### src/rtl/firebird7_in_gate1_tessent_tdr_pkg.sv
// Shared constants for the IJTAG data-mux control TDR: widths, bit positions, reset values.
package firebird7_in_gate1_tessent_tdr_pkg;

  localparam int unsigned DATA_W_DEF = 3;
  localparam int unsigned SR_W_DEF   = DATA_W_DEF + 2;
  localparam int unsigned CLR_BIT_DEF = DATA_W_DEF;
  localparam int unsigned SEL_BIT_DEF = DATA_W_DEF + 1;

  localparam logic UPD_SELECT_RST = 1'b0;
  localparam logic FLAG_RST       = 1'b0;

  // Bit positions derived from an arbitrary data width.
  function automatic int unsigned clr_bit(input int unsigned data_w);
    return data_w;
  endfunction

  function automatic int unsigned sel_bit(input int unsigned data_w);
    return data_w + 1;
  endfunction

endpackage

### src/rtl/firebird7_in_gate1_tessent_tdr_mux_ctl_w3.sv
// IJTAG TDR that drives a data-mux select/data leg and observes the mux output,
// keeping a sticky flag when the observed data disagrees with what was applied.
module firebird7_in_gate1_tessent_tdr_mux_ctl_w3
  import firebird7_in_gate1_tessent_tdr_pkg::*;
#(
  parameter int unsigned DATA_W = DATA_W_DEF
) (
  input  logic              ijtag_tck,
  input  logic              ijtag_reset,
  input  logic              ijtag_sel,
  input  logic              ijtag_ce,
  input  logic              ijtag_se,
  input  logic              ijtag_ue,
  input  logic              ijtag_si,
  output logic              ijtag_so,
  input  logic [DATA_W-1:0] observed_data,
  output logic              ijtag_select,
  output logic [DATA_W-1:0] ijtag_data_in
);

  localparam int unsigned SR_W    = DATA_W + 2;
  localparam int unsigned CLR_BIT = clr_bit(DATA_W);
  localparam int unsigned SEL_BIT = sel_bit(DATA_W);

  logic [SR_W-1:0]   sr, sr_nxt;
  logic              upd_select, upd_select_nxt;
  logic [DATA_W-1:0] upd_data, upd_data_nxt;
  logic              mismatch_flag, mismatch_flag_nxt;

  // Next-state: capture beats shift; update always samples the pre-edge sr.
  always_comb begin
    sr_nxt            = sr;
    upd_select_nxt    = upd_select;
    upd_data_nxt      = upd_data;
    mismatch_flag_nxt = mismatch_flag;

    if (ijtag_sel) begin
      if (ijtag_ce) begin
        sr_nxt = {upd_select, mismatch_flag, observed_data};
      end else if (ijtag_se) begin
        sr_nxt = {ijtag_si, sr[SR_W-1:1]};
      end
      if (ijtag_ue) begin
        upd_select_nxt = sr[SEL_BIT];
        upd_data_nxt   = sr[DATA_W-1:0];
      end
    end

    if (upd_select && (observed_data != upd_data)) begin
      mismatch_flag_nxt = 1'b1;
    end
    // Clear wins; a persisting mismatch re-sets the flag on the following edge.
    if (ijtag_sel && ijtag_ue && sr[CLR_BIT]) begin
      mismatch_flag_nxt = 1'b0;
    end
  end

  always_ff @(posedge ijtag_tck) begin
    if (ijtag_reset) begin
      sr            <= '0;
      upd_select    <= UPD_SELECT_RST;
      upd_data      <= '0;
      mismatch_flag <= FLAG_RST;
    end else begin
      sr            <= sr_nxt;
      upd_select    <= upd_select_nxt;
      upd_data      <= upd_data_nxt;
      mismatch_flag <= mismatch_flag_nxt;
    end
  end

  assign ijtag_so      = sr[0];
  assign ijtag_select  = upd_select;
  assign ijtag_data_in = upd_data;

endmodule

### config.mk
export PLATFORM = sky130hd
export DESIGN_NAME = firebird7_in_gate1_tessent_tdr_mux_ctl_w3
export DESIGN_NICKNAME = d
export VERILOG_FILES = /design/src/rtl/firebird7_in_gate1_tessent_tdr_pkg.sv /design/src/rtl/firebird7_in_gate1_tessent_tdr_mux_ctl_w3.sv
export SDC_FILE = /design/constraint.sdc
export NUM_CORES = 1
export LEC_CHECK = 0
export CORE_MARGIN = 5
export CORE_UTILIZATION = 36
export DETAILED_ROUTE_END_ITERATION = 7
export GPL_ROUTABILITY_DRIVEN = 0
export HOLD_SLACK_MARGIN = 0.03
export PLACE_DENSITY = 0.73
export SYNTH_ARGS = -nofsm -noshare
export SYNTH_HDL_FRONTEND = slang
export SYNTH_SLANG_ARGS = --single-unit
### constraint.sdc
create_clock -name ijtag_tck -period 2.2 [get_ports ijtag_tck]
set_clock_uncertainty 0.05 [all_clocks]
set_input_delay 0.22 -clock ijtag_tck [delete_from_list [all_inputs] [get_ports ijtag_tck]]
set_output_delay 0.22 -clock ijtag_tck [all_outputs]
set_load 0.02 [all_outputs]
==> metrics, run 1 <==
status=completed; fmax=0.652 GHz; largest net degree at the start of global routing=11; fillcell total=121; CORE AREA=~0.0013 mm²; Logic pwr share=between 10% and 20%; CTS tree=yes; YS warnings=0; routed length per instance=12.2 µm; CTS max path bufs=2; Top Ports=15; row count=13; post-route insts no fill=80; Post-synth top flop=dfxtp_1; Nets=76; post-route clock period utilization=between 60% and 70%; Pre-antenna DRT Iters=4; reg2reg setup slack=roughly 1.2 ns; Resize count post-CTS=0; Final Critical Period=roughly 1.5 ns; DR vias/cell=approximately 5.0; dpl cells=between 70 and 80; CP cell instances=clkdlybuf4s50_1; Num CTS Buffers=3; CP required=a little under 2 ns; count leader, synth=dfxtp_1; antenna cells=0; clk slew on worst S/H paths=around 0.070 ns; Bufs and invs on worst path=1; area grow syn2layout=36.2%; Rel. slew slack=about 66%; Reg power frac=a little under half; Post-synth ARST share=0%; Total GRT Usage=a little over a tenth; clock sinks=10; peak supply drop=0.372 mV; dpl cell area=approximately 630 µm²; H-tree levels=1; Die Area=around 0.0022 mm²; fin util=51.6%; Yosys top cell by area=dfxtp_1; Post-DP HPWL=~760 µm; Die Height=46.8 µm; CP endpoint kind=primary output; I/O Buffers=14; postcts setup bufs=0; share of layout cells above drive strength 1=between 20 and 25%; CP startpoint kind=register; hold endpoint=ijtag_select; unrepaired setup endpoints after global routing=no; Switching Share=around a quarter; r2r endpoint=mismatch_flag; most frequent cells after synthesis=10 x dfxtp_1, 5 x a211oi_2, 5 x mux2i_1, 5 x nand2_1, 5 x nor2_2; Critical Path AT=between 1 and 1.5 ns; proportion of netlist area held by the largest area contributor=41.1%; clk_lat worst skew=between 0.2 and 0.3 ns; R2R cell count=3; global-route wire length before repair=around 1600 µm; leakage=0.248 nW; slowest CP cell=clkdlybuf4s50_1; Remaining DRCs=0; cell area after synthesis=487 µm²; Syn Inst Count=between 40 and 50; total negative slack=0 ns; Max Slew Vio Count=0; Pwr Total=about 0.44 mW; pwr/cell area=657 mW/mm²; starting density of the core=~38%; Worst Tran Pin Value=between 0.5 and 0.6 ns; hold_sp=ijtag_select; drt total wl=976 µm; initial antenna violation count=0; Pint=between 0.3 and 0.4 mW; Netlist cell types=14; final hold vios=0; Net Sw Power=roughly 0.11 mW; DR iter-0 viols=4; Synth area leaders=dfxtp_1 41%, a211oi_2 13%, mux2i_1 10%, nor2_2 6.4%, xor2_1 5.4%; Root Driver=clkbuf_4; vias in the first global route=375; synthesized area per cell=just under 10 µm²; Final Cell Area=between 600 and 700 µm²; GR Overflow Total=0; synthesis-stage register bit count=10; post-synth net total=59; post-route ant nets=0; die width=approximately 47 µm; via total after detailed routing=slightly below 400; Post-synth EDFFs=0; Seq/Total Area, Yosys=about two fifths; Final setup violation count=0; critical path fanouts, max=3; worst reg2reg path startpoint=ijtag_data_in[1]; CP max stage delay=around 0.62 ns; Tightest Hold Check Type=reg -> reg; Clk pwr share=between 30% and 40%; max-cap violation count=0; hold path depth=2; Post-CTS Hold Buffers=0; CP top delay family=buffers and inverters; WS Path Type=reg -> out
==> worst max-delay path by stage <==
stage / end / cells past startpoint / slack (ns) / startpoint
after global placement: sr[1] / 4 / 0.54 / ijtag_sel
after global routing: ijtag_so / 1 / 0.60 / sr[0]
final: ijtag_so / 1 / 0.67 / sr[0]
after floorplan: mismatch_flag / 3 / 1.16 / ijtag_data_in[1]
after CTS: ijtag_so / 1 / 0.65 / sr[0]
after detailed placement: sr[1] / 4 / 0.50 / ijtag_sel
==> cells by family after synthesis <==
kind of cell | count (synthesis) | synth area share (%)
compound gates | 10 | 18.5
xor+xnor | 3 | 5.40
buf+inv | 3 | 5.40
flops | 10 | 41.1
mux | 5 | 10.3
simple gates | 18 | 19.3
==> cell type report <==
type                       count  area, µm²  share of cell area [%]
tap                           15       18.8                    2.83
sequential                    10        200                    30.2
multi-input combinational     36        260                    39.2
clock buffer                   4       36.3                    5.47
timing repair buffer          15        148                    22.3
==> power by group through the flow <==
stage | Clock, mW | Sequential (mW) | Combinational, mW
floorplan | 0 | 0.206 | 0.0416
finish | 0.163 | 0.199 | 0.0737
detailed placement | 0 | 0.203 | 0.0739
CTS | 0.169 | 0.199 | 0.0743
global route | 0.177 | 0.201 | 0.0795
global placement | 0 | 0.203 | 0.0733
==> stage by stage <==
step / hold slack, ns / setup WS (ns)
floorplan: 0.330 / 1.16
global route: 0.461 / 0.597
detailed placement: 0.430 / 0.498
finish: 0.436 / 0.667
CTS: 0.440 / 0.652
global placement: 0.427 / 0.541
==> per-layer routing <==
metal  global-route usage [%]  part of all wire, %
met5                        0                    0
met4                     6.63                  1.7
met3                     4.98                  7.8
met2                     14.9                   45
met1                     13.0                   45
==> worst register-to-register path, delay by kind of cell, from the launching register on <==
family        cells  cell delay (ns)
xor+xnor          1             0.16
simple gates      2             0.34
flops             1             0.33
==> flip-flops by register name, summed over array words and instances, names as in the netlist <==
name           flops
mismatch_flag      1
ijtag_data_in      3
ijtag_select       1
sr                 5
==> placed cells by master, fill, tap and decap left out, drive strengths merged <==
master         count
clkdlybuf4s50     14
dfxtp             10
nor2               6
mux2i              5
a211oi             5
nand2              5
nand3              4
a21oi              4
clkbuf             4
xor2               3
nor4               2
o21a               1
and3               1
buf                1
Power figures use the tool's default switching activity.
==> run 2, diff against run 1 <==
--- a/config.mk
+++ b/config.mk
@@ -10,7 +10,7 @@
 export DETAILED_ROUTE_END_ITERATION = 7
 export GPL_ROUTABILITY_DRIVEN = 0
 export HOLD_SLACK_MARGIN = 0.03
-export PLACE_DENSITY = 0.73
+export PLACE_DENSITY = 0.76
 export SYNTH_ARGS = -nofsm -noshare
 export SYNTH_HDL_FRONTEND = slang
 export SYNTH_SLANG_ARGS = --single-unit
==> constraint.sdc (replaced) <==
create_clock -name ijtag_tck -period 1.3 [get_ports ijtag_tck]
set_clock_uncertainty 0.05 [all_clocks]
set_input_delay 0.13 -clock ijtag_tck [delete_from_list [all_inputs] [get_ports ijtag_tck]]
set_output_delay 0.13 -clock ijtag_tck [all_outputs]
set_load 0.02 [all_outputs]
==> run 2 against run 1 <==
Combinational power is 95% higher. Routed wire length is 12% higher. Critical path depth stayed put. Core utilization is 4.0 points higher. Global-route usage is 1.1 points higher. Flip-flop and latch count stayed put. Count of clock-buffer cells in the layout stayed put. Power is 74% higher. Largest cell class unchanged.
==> metrics, run 2 (synthesis results as in run 1) <==
Bufs and invs on worst path=1 (unchanged); row count=13 (unchanged); CORE AREA=0.00128 mm² (unchanged); Pre-antenna DRT Iters=4 (unchanged); pwr/cell area=1060 mW/mm² (+62%); CP required=1.12 ns (-0.81 ns); Num CTS Buffers=3 (unchanged); final hold vios=0 (unchanged); CP startpoint kind=register; largest net degree at the start of global routing=11 (unchanged); vias in the first global route=428 (+14%); commonest non-fill, non-tap cell in the layout=dfxtp_1; CTS tree=yes; H-tree levels=1 (unchanged); dpl cell area=684 µm² (+9.2%); post-route insts no fill=86 (+7.5%); leakage=0.304 nW (+22%); Die Area=0.00219 mm² (unchanged); unrepaired setup endpoints after global routing=no; critical path fanouts, max=4 (+1); post-route clock period utilization=around nine tenths; Top Ports=15 (unchanged); status=completed; fmax=around 0.85 GHz; Rel. slew slack=78.8% (+13 points); Final Cell Area=714 µm² (+7.7%); clk_lat worst skew=0.26 ns (about the same); global-route wire length before repair=1800 µm (+14%); share of layout cells above drive strength 1=31.0% (+6.4 points); slowest CP cell=dfxtp_1; die width=46.8 µm (unchanged); routed length per instance=12.8 µm (+4.6%); clk slew on worst S/H paths=0.07 ns (about the same); peak supply drop=0.560 mV (+51%); Final setup violation count=0 (unchanged); CP max stage delay=0.38 ns (-0.24 ns); Max Slew Vio Count=0 (unchanged); Nets=82 (+7.9%); Tightest Hold Check Type=reg -> reg; leading cell types in the layout, fill and taps excluded=10 x dfxtp_1, 9 x clkdlybuf4s50_1, 6 x buf_4; Final Critical Period=about 1.2 ns; I/O Buffers=14 (unchanged); postcts setup bufs=0 (unchanged); Critical path origin=ijtag_select; WS Path Type=reg -> out; Hold Slack=0.437 ns (+0.000652 ns); Post-DP HPWL=874 µm (+16%); Root Driver=clkbuf_4; CP top delay family=flip-flops; CP endpoint kind=primary output; starting density of the core=37.9% (unchanged); Critical Path AT=0.99 ns (-0.27 ns); DR vias/cell=5.08 (+2.1%); worst reg2reg path startpoint=ijtag_data_in[1]; Total GRT Usage=11.7% (+1.1 points); antenna cells=0 (unchanged); post-route ant nets=0 (unchanged); CTS max path bufs=2 (unchanged); dpl cells=82 (+7.9%); clock sinks=10 (unchanged); Worst Tran Pin Value=0.317 ns (-0.189 ns); area grow syn2layout=46.8%; initial antenna violation count=0 (unchanged); Die Height=46.8 µm (unchanged); Remaining DRCs=0 (unchanged); max reg flops=5 (unchanged); fin util=55.6% (+4.0 points); CP cell instances=dlygate4sd2_1; hold_sp=ijtag_data_in[2]; GR Overflow Total=0 (unchanged); Biggest register=sr; via total after detailed routing=437 (+9.8%); max-cap violation count=0 (unchanged); DR iter-0 viols=5 (+1); drt total wl=1100 µm (+12%)
[run 2: changes by cell type in the layout (fill, tap and decap cells not counted), sizes merged]
cell and change:
clkdlybuf4s50 -5, dlygate4sd2 +5, buf +6
[run 2: worst paths after layout]
path / slack [ns] / to / depth (start not counted)
setup / recovery: 0.13 / ijtag_select / 1
hold / removal: 0.44 / ijtag_data_in[2] / 2
setup reg to reg: 0.31 / mismatch_flag / 3
hold reg to reg: 0.44 / ijtag_data_in[2] / 2
[run 2: layout make-up]
cell class	count	area, µm²
Fill cell	127	571
Tap cell	15	18.8
Sequential cell	10	200
Multi-Input combinational cell	36	260
Timing Repair Buffer	21	199
Clock buffer	4	36.3
[run 2: through the flow]
step	setup slack (ns)	power, mW	TNS, ns
finish	0.126	0.759	0
detailed placement	-0.0511	0.492	-0.0803
global placement	-0.0135	0.489	-0.0135
global route	0.0842	0.802	0
CTS	0.113	0.772	0
floorplan	0.257	0.419	0
[run 2: routing by layer]
| metal | up-vias | share of wire (%) | GRT usage (%) |
|---|---|---|---|
| met4 | 0 | 0 | 3.31 |
| met3 | 0 | 8.9 | 4.60 |
| met1 | 205 | 43 | 14.1 |
| met5 | - | 0 | 0 |
| met2 | 16 | 48 | 19.2 |
| li1 | 216 | - | - |
[run 2: what timing repair did]
action / in CTS / in global routing
hold buffers: 0 / 0
resized for setup: 5 / 0
endpoints found under the setup margin: 5 / 0
[run 2: power by group]
group          internal, mW  switching [mW]
Sequential            0.323          0.0136
Clock                 0.170           0.110
Combinational        0.0794          0.0642
Total                 0.572           0.187
==> run 3, diff against run 2 <==
--- a/config.mk
+++ b/config.mk
@@ -5,11 +5,12 @@
 export SDC_FILE = /design/constraint.sdc
 export NUM_CORES = 1
 export LEC_CHECK = 0
-export CORE_MARGIN = 5
+export ABC_CLOCK_PERIOD_IN_PS = 1300
+export CORE_MARGIN = 2
 export CORE_UTILIZATION = 36
 export DETAILED_ROUTE_END_ITERATION = 7
 export GPL_ROUTABILITY_DRIVEN = 0
-export HOLD_SLACK_MARGIN = 0.03
+export HOLD_SLACK_MARGIN = 0.08
 export PLACE_DENSITY = 0.76
 export SYNTH_ARGS = -nofsm -noshare
 export SYNTH_HDL_FRONTEND = slang
==> run 3 against run 2 <==
Register-to-register slack got worse by 0.02 ns. Fmax decreased by 1.4%. First-iteration DRC count decreased by 80%. Largest power group unchanged. Critical endpoint unchanged. Count of clock-buffer cells in the layout unchanged. Routed wire length increased by 1.3%. Via count decreased by 0.69%. Setup slack got worse by 0.017 ns. Combinational power about the same. Critical path depth unchanged. Non-clock buffer count unchanged. Cell area unchanged.
==> metrics, run 3 (synthesis results as in run 1) <==
Resize count post-CTS=5 (unchanged); Num CTS Buffers=3 (unchanged); status=completed; CP endpoint kind=primary output; fillcell total=125 (-1.6%); clk_lat worst skew=0.28 ns (+0.02 ns); CP max stage delay=0.38 ns (about the same); Worst Tran Pin Value=0.270 ns (-0.0471 ns); Final Critical Period=1.19 ns (+0.0168 ns); CTS max path bufs=2 (unchanged); CP required=1.12 ns (about the same); Critical path origin=ijtag_select; CTS tree=yes; clock sinks=10 (unchanged); max reg flops=5 (unchanged); clk slew on worst S/H paths=0.07 ns (about the same); CP startpoint kind=register; dpl cell area=684 µm² (unchanged); CORE AREA=0.00128 mm² (unchanged); max-cap violation count=0 (unchanged); worst reg2reg path startpoint=ijtag_data_in[1]; Total GRT Usage=16.8% (+5.1 points); drt total wl=1110 µm (+1.3%); row count=13 (unchanged); setup ws final=0.109 ns (-0.0168 ns); H-tree levels=1 (unchanged); Top Ports=15 (unchanged); Post-DP HPWL=870 µm (-0.38%); post-route clock period utilization=91.6% (+1.3 points); post-route ant nets=0 (unchanged); Bufs and invs on worst path=1 (unchanged); routed length per instance=12.9 µm (+1.3%); CP cell instances=dlygate4sd2_1; slowest CP cell=dfxtp_1; Die Area=0.00166 mm² (-24%); share of layout cells above drive strength 1=31.0% (unchanged); GR Overflow Total=0 (unchanged); Root Driver=clkbuf_4; final hold vios=0 (unchanged); leading cell types in the layout, fill and taps excluded=10 x dfxtp_1, 9 x clkdlybuf4s50_1, 6 x buf_4; CP top delay family=flip-flops; postcts setup bufs=0 (unchanged); peak supply drop=0.576 mV (+3.0%); hold_sp=ijtag_data_in[1]; unrepaired setup endpoints after global routing=no; Place WS=-0.0899 ns (-0.0388 ns); Final setup violation count=0 (unchanged); DR iter-0 viols=1 (-4); pwr/cell area=1080 mW/mm² (+1.6%); Max Slew Vio Count=0 (unchanged); antenna cells=0 (unchanged); commonest non-fill, non-tap cell in the layout=dfxtp_1; vias in the first global route=371 (-13%); Hold Slack=0.433 ns (-0.00393 ns); Nets=82 (unchanged); Critical Path AT=1.01 ns (+0.02 ns); via total after detailed routing=434 (-0.69%); Rel. slew slack=81.9% (+3.0 points); Remaining DRCs=0 (unchanged); Tightest Hold Check Type=reg -> reg; Post-CTS Hold Buffers=0 (unchanged); total negative slack=0 ns (unchanged); critical path fanouts, max=4 (unchanged); Die Height=40.8 µm (-13%); Pre-antenna DRT Iters=2 (-2); DR vias/cell=5.05 (-0.69%); largest net degree at the start of global routing=11 (unchanged); Biggest register=sr; global-route wire length before repair=1610 µm (-10%); fmax=0.840 GHz (-1.4%); Final Cell Area=714 µm² (unchanged); starting density of the core=37.9% (unchanged); WS Path Type=reg -> out; I/O Buffers=14 (unchanged); die width=40.8 µm (-13%); initial antenna violation count=0 (unchanged); area grow syn2layout=46.8% (unchanged); leakage=0.304 nW (unchanged)
[run 3: cell counts in the layout (fill, tap and decap cells not counted)]
Identical to the previous run, type by type.
[run 3: layer usage]
metal | vias to the layer above | GRT usage, % | share of wire, %
met5 | - | 0 | 0
met4 | 0 | 10.0 | 2.3
met3 | 4 | 9.78 | 5.9
met2 | 13 | 27.4 | 49
met1 | 200 | 16.3 | 42
li1 | 217 | - | -
[run 3: power breakdown]
| group | internal, mW | switching, mW |
|---|---|---|
| clock network | 0.171 | 0.121 |
| registers | 0.322 | 0.0139 |
| logic | 0.0795 | 0.0644 |
| total | 0.573 | 0.199 |
[run 3: cell type report]
type,instances,area (µm²),area share [%]
Timing Repair Buffer,21,199,27.8
Tap cell,15,18.8,2.63
Clock buffer,4,36.3,5.08
Multi-Input combinational cell,36,260,36.4
Sequential cell,10,200,28.0
[run 3: final timing paths]
check | end | slack [ns] | depth (start not counted)
hold reg to reg | ijtag_data_in[1] | 0.43 | 2
setup / recovery | ijtag_select | 0.11 | 1
setup reg to reg | mismatch_flag | 0.29 | 3
hold / removal | ijtag_data_in[1] | 0.43 | 2
[run 3: tightest hold or removal path, cell delays in order, from the launching register on]
cell and delay, ns:
dfxtp_1 0.33, nand2_1 0.06, a21oi_1 0.05
[run 3: stage by stage]
| step | power [mW] | util (%) | instances |
|---|---|---|---|
| 3_5_place_dp | 0.493 | 53.3 | 82 |
| 2_1_floorplan | 0.419 | - | 49 |
| 6_report | 0.772 | 55.6 | 86 |
| 3_3_place_gp | 0.489 | 53.3 | 82 |
| 5_1_grt | 0.809 | 55.6 | 86 |
| 4_1_cts | 0.790 | 55.6 | 86 |
